$ cat src/rtl/pipeline_ctrl.sv
// Five-stage pipeline controller: per-stage reset/enable from hazards, branches,
// memory waits and debug single-step, plus stall/flush event counters.
module pipeline_ctrl (
  input  logic        clk,
  input  logic        rst,
  input  logic        debug_en,
  input  logic        debug_step,
  input  logic        rs_used_id,
  input  logic        rt_used_id,
  input  logic [4:0]  addr_rs_id,
  input  logic [4:0]  addr_rt_id,
  input  logic        is_branch_id,
  input  logic        is_branch_exe,
  input  logic        is_branch_mem,
  input  logic [4:0]  regw_addr_exe,
  input  logic [4:0]  regw_addr_mem,
  input  logic [4:0]  regw_addr_wb,
  input  logic        wb_wen_exe,
  input  logic        wb_wen_mem,
  input  logic        wb_wen_wb,
  input  logic        mem_ren_mem,
  input  logic        mem_wen_mem,
  input  logic        mem_ack,
  output logic        if_rst,
  output logic        if_en,
  output logic        id_rst,
  output logic        id_en,
  output logic        exe_rst,
  output logic        exe_en,
  output logic        mem_rst,
  output logic        mem_en,
  output logic        wb_rst,
  output logic        wb_en,
  output logic [31:0] stall_cnt,
  output logic [31:0] flush_cnt,
  output logic [1:0]  state
);

  typedef enum logic [1:0] {
    S_RESET    = 2'd0,
    S_RUN      = 2'd1,
    S_MEM_WAIT = 2'd2,
    S_HALT     = 2'd3
  } state_t;

  // Bit order: if_rst,if_en,id_rst,id_en,exe_rst,exe_en,mem_rst,mem_en,wb_rst,wb_en
  localparam logic [9:0] C_RESET  = 10'b10_10_10_10_10;
  localparam logic [9:0] C_NORMAL = 10'b01_01_01_01_01;
  localparam logic [9:0] C_MWAIT  = 10'b00_00_00_00_11;
  localparam logic [9:0] C_BRMEM  = 10'b01_10_01_01_01;
  localparam logic [9:0] C_HAZARD = 10'b00_00_10_01_01;
  localparam logic [9:0] C_BRANCH = 10'b00_10_01_01_01;
  localparam logic [9:0] C_IDLE   = 10'b00_00_00_00_00;

  state_t     st;
  logic [1:0] rst_cnt;
  logic       step_q;
  logic       hazard, memwait, step_pulse, run_stall, run_flush, cnt_en;
  logic [9:0] run_ctrl, ctrl;

  function automatic logic match(input logic [4:0] a, input logic we_e, input logic [4:0] wa_e,
                                 input logic we_m, input logic [4:0] wa_m,
                                 input logic we_w, input logic [4:0] wa_w);
    return (we_e && wa_e == a) || (we_m && wa_m == a) || (we_w && wa_w == a);
  endfunction

  always_comb begin
    hazard  = (rs_used_id && addr_rs_id != 5'd0 &&
               match(addr_rs_id, wb_wen_exe, regw_addr_exe, wb_wen_mem, regw_addr_mem,
                     wb_wen_wb, regw_addr_wb)) ||
              (rt_used_id && addr_rt_id != 5'd0 &&
               match(addr_rt_id, wb_wen_exe, regw_addr_exe, wb_wen_mem, regw_addr_mem,
                     wb_wen_wb, regw_addr_wb));
    memwait    = (mem_ren_mem || mem_wen_mem) && !mem_ack;
    step_pulse = debug_step && !step_q;
    run_stall  = 1'b0;
    run_flush  = 1'b0;
    if (memwait)                            run_ctrl = C_MWAIT;
    else if (is_branch_mem)    begin        run_ctrl = C_BRMEM;  run_flush = 1'b1; end
    else if (hazard)           begin        run_ctrl = C_HAZARD; run_stall = 1'b1; end
    else if (is_branch_id || is_branch_exe) begin run_ctrl = C_BRANCH; run_flush = 1'b1; end
    else                                    run_ctrl = C_NORMAL;
  end

  // Counters advance only in cycles where the S_RUN rules actually drive the pipe.
  assign cnt_en = (st == S_RUN) || (st == S_HALT && step_pulse);

  always_comb begin
    ctrl = C_IDLE;
    case (st)
      S_RESET:    ctrl = C_RESET;
      S_RUN:      ctrl = run_ctrl;
      S_MEM_WAIT: ctrl = memwait ? C_MWAIT : C_NORMAL;
      S_HALT:     ctrl = step_pulse ? run_ctrl : C_IDLE;
      default:    ctrl = C_RESET;
    endcase
  end

  assign {if_rst, if_en, id_rst, id_en, exe_rst, exe_en, mem_rst, mem_en, wb_rst, wb_en} = ctrl;
  assign state = st;

  always_ff @(posedge clk) begin
    if (rst) begin
      st        <= S_RESET;
      rst_cnt   <= 2'd0;
      step_q    <= 1'b0;
      stall_cnt <= 32'd0;
      flush_cnt <= 32'd0;
    end else begin
      step_q <= debug_step;
      if (cnt_en && run_stall) stall_cnt <= stall_cnt + 32'd1;
      if (cnt_en && run_flush) flush_cnt <= flush_cnt + 32'd1;
      case (st)
        S_RESET: begin
          if (rst_cnt == 2'd1) st <= S_RUN;
          else                 rst_cnt <= rst_cnt + 2'd1;
        end
        S_RUN: begin
          if (memwait)       st <= S_MEM_WAIT;
          else if (debug_en) st <= S_HALT;
        end
        S_MEM_WAIT: begin
          if (!memwait) st <= debug_en ? S_HALT : S_RUN;
        end
        S_HALT: begin
          if (step_pulse && memwait) st <= S_MEM_WAIT;
          else if (!debug_en)        st <= S_RUN;
        end
        default: st <= S_RESET;
      endcase
    end
  end

endmodule

$ cat config.mk
export PLATFORM = sky130hd
export DESIGN_NAME = pipeline_ctrl
export DESIGN_NICKNAME = d
export VERILOG_FILES = /design/src/rtl/pipeline_ctrl.sv
export SDC_FILE = /design/constraint.sdc
export NUM_CORES = 1
export LEC_CHECK = 0
export BUFFER_PORTS_ARGS = -buffer_cell sky130_fd_sc_hd__buf_2
export CAP_MARGIN = 5
export CORE_MARGIN = 3
export CORE_UTILIZATION = 32
export CTS_CLUSTER_SIZE = 12
export DETAILED_ROUTE_END_ITERATION = 6
export SLEW_MARGIN = 15
export SYNTH_ARGS = -nofsm -noshare
export SYNTH_HDL_FRONTEND = slang
export SYNTH_SLANG_ARGS = --single-unit
$ cat constraint.sdc
create_clock -name clk -period 2.5 [get_ports clk]
set_input_delay 0.375 -clock clk [delete_from_list [all_inputs] [get_ports clk]]
set_output_delay 0.375 -clock clk [all_outputs]
set_load 0.02 [all_outputs]
==> impl_metrics.json <==
{
  "cts_hold_buf": 0,
  "cp_max_fo": 8,
  "port_buffers": 115,
  "place_congestion": 0.8340,
  "gr-total-overflow": 0,
  "layout-drive-gt1-share_pct": 33.80,
  "diodes": 0,
  "cts_root_buffer": "clkbuf_16",
  "cts_tree": "built",
  "slew_headroom_pct": 50.04,
  "path_class": "in2reg",
  "die_area_um2": 13960,
  "grt_pass1_wl_um": 19060,
  "startpoint_type": "primary input",
  "placedCellCount": 787,
  "hp-class": "in2reg",
  "ys_ff_latch": 69,
  "cts.sinks": 69,
  "drc_errors": 0,
  "layout.cells.non_filler": 813,
  "fin_crit_sh_pct": 97.77,
  "setup_violations": 0,
  "synth_cells": 486,
  "max_freq_ghz": 0.4091,
  "fin_crit_ps": 2444,
  "vias_per_cell": 5.261,
  "num_io_pins": 116,
  "start_util_pct": 33.11,
  "drt_first_iter_violations": 271,
  "syn_area_um2": 4026,
  "worst_pin_slew_ps": 749.5,
  "drt_wl_total_um": 11680,
  "arrival_ps": 2700,
  "clk_path_buf_depth": 2,
  "synth_cell_types": 54,
  "drv_slew": 0,
  "syn2layout_area_growth_pct": 37.79,
  "grt_max_degree": 42,
  "fillers": 1229,
  "dp_hpwl_um": 8672,
  "status": "finished clean",
  "grt_pass1_vias": 4039,
  "wl_per_cell_um": 14.37,
  "setup_ws_ps": 55.75,
  "ant_nets": 0,
  "clkLatencyLatePin_ps": 330,
  "syn_nets": 529,
  "die_w_um": 118.2,
  "num_rows": 40,
  "vias": 4277,
  "final_cell_area_um2": 5548,
  "yosys_warnings": 0,
  "irDropWorstVdd_mv": 0.3108,
  "required_ps": 2760,
  "dr.pass1.iters": 4,
  "hold_violations": 0,
  "htreeDepth": 3,
  "maxCapViolations": 0,
  "pwr_density_cell_nw_per_um2": 543.3,
  "core_area_um2": 12160,
  "postSynthAreaPerCell_um2": 8.285,
  "p_leak_nw": 2.232,
  "synth_edf_count": 0,
  "synthFlopType": "dfxtp_1",
  "die_y_um": 118.2,
  "post_dp_cell_area_um2": 5024,
  "path_clk_slew_ps": 50,
  "pre_cts_ws_ps": -89.11,
  "rsz0062_at_grt": "yes",
  "antenna_found_initial": 0,
  "async_flop_share_pct": 0,
  "final_nets": 684,
  "finalClockSkew_ps": 7.067,
  "worstSetupEndpointType": "register",
  "ys_seq_area_share_pct": 34.31,
  "cts_buffers": 9,
  "grt_usage_pct": 16.30
}
per-stage QoR:
step           hold slack (ps)  total power [mW]  utilization [%]  TNS [ps]
2_1_floorplan            478.0             1.493                -         0
3_3_place_gp             468.3             1.664            41.31    -461.3
3_5_place_dp             484.4             1.675            41.31     -1286
4_1_cts                  281.3             3.014            44.10    -19.09
5_1_grt                  306.2             3.148            45.62    -57.98
6_report                 291.1             3.014            45.62         0
cell usage after synthesis (3+ instances only):
| cell | instances | area [um2] |
|---|---|---|
| dfxtp_1 | 69 | 1381 |
| a21oi_1 | 50 | 250.2 |
| nor2_1 | 32 | 120.1 |
| nand2_1 | 29 | 108.9 |
| o31ai_1 | 27 | 202.7 |
| or4_1 | 27 | 202.7 |
| xor2_1 | 24 | 210.2 |
| xnor2_1 | 22 | 192.7 |
| clkbuf_1 | 21 | 78.83 |
| inv_1 | 19 | 71.32 |
| nand3_1 | 19 | 95.09 |
| nand4_1 | 14 | 87.58 |
| and3_1 | 13 | 81.33 |
| nor4_1 | 11 | 68.82 |
| o21ai_0 | 11 | 55.05 |
| nor2b_1 | 9 | 56.30 |
| nor3_1 | 7 | 35.03 |
| a2111oi_0 | 6 | 52.55 |
| mux2_2 | 6 | 67.56 |
| or3_1 | 6 | 37.54 |
| and2_1 | 5 | 31.28 |
| a211oi_1 | 4 | 30.03 |
| a21o_1 | 4 | 30.03 |
| and4_1 | 4 | 35.03 |
| a21boi_0 | 3 | 22.52 |
| a31o_2 | 3 | 26.28 |
| ha_1 | 3 | 37.54 |
| nand3b_1 | 3 | 22.52 |
repair_timing:
item / 4_1_cts / 5_1_grt
pin swaps: 2 / 15
resized for setup: 5 / 30
buffers inserted: 2 / 9
setup endpoints to repair: 5 / 10
gates cloned: 0 / 0
power by group:
part | switching [mW] | internal [mW]
registers | 0.0370 | 1.13
clock network | 0.469 | 0.848
logic | 0.314 | 0.219
total | 0.820 | 2.19
sequential cells by signal (all words and copies together), names as in the netlist:
name and flops:
flush_cnt 32, stall_cnt 32, rst_cnt 2, state 2, step_q 1
path summary, 6_finish.rpt:
check / startpoint / end / slack, ps / cells after the start
setup / recovery: addr_rs_id[3] / flush_cnt[19] / 60 / 12
hold / removal: debug_step / step_q / 290 / 2
setup reg to reg: stall_cnt[15] / stall_cnt[25] / 130 / 8
hold reg to reg: flush_cnt[16] / flush_cnt[16] / 480 / 2
area by class of cell:
class | instances | area (um2) | area share (%)
well taps | 168 | 210.2 | 3.789
inverters | 20 | 75.07 | 1.353
flip-flops and latches | 69 | 1381 | 24.90
clock buffers | 12 | 266.5 | 4.804
clock inverters | 3 | 43.79 | 0.7894
repair buffers | 170 | 1060 | 19.10
multi-input cells | 371 | 2511 | 45.26
metal layers:
| metal | routed length, um | vias up | part of all wire, % | global-route usage, % |
|---|---|---|---|---|
| met3 | 638 | 18 | 5.5 | 4.211 |
| met4 | 196 | 0 | 1.7 | 5.055 |
| met5 | 0 | - | 0 | 0 |
| li1 | - | 2107 | - | - |
| met1 | 5140 | 2031 | 44 | 19.89 |
| met2 | 5704 | 121 | 49 | 28.05 |
layout by cell type, fill, tap and decap left out, types with 7 or more instances in the layout:
master     instances
inv_1             19
buf_6             11
buf_2            106
nor3_1             7
and3_1            12
nand4_1           14
nor4_1            11
clkbuf_16          9
nor2b_1            9
xnor2_1           22
nand2_1           29
buf_4             52
or4_1             25
a21oi_1           49
xor2_1            22
o21ai_0            8
nand3_1           19
o31ai_1           27
nor2_1            32
dfxtp_1           69
cell families (layout without fill, tap and decap cells):
| logic type | count (synthesis) | in the layout | share of synthesized area (%) |
|---|---|---|---|
| muxes | 6 | 6 | 1.678 |
| adders and majority gates | 3 | 3 | 0.9324 |
| buffers and inverters | 46 | 205 | 4.817 |
| DFF | 69 | 69 | 34.31 |
| and+or+nand+nor | 191 | 191 | 27.10 |
| AOI/OAI and AO/OA | 125 | 125 | 21.16 |
| xor gates and xnor gates | 46 | 46 | 10.01 |
worst max-delay path: stages:
cell,delay (ps)
buf_6,110
or4_4,540
o21ai_4,170
inv_2,60
o31ai_4,60
buf_4,160
a31oi_4,150
buf_6,170
buf_4,120
buf_4,150
or4_1,510
a21oi_1,150
No activity file was read; power rests on OpenSTA's default activity.
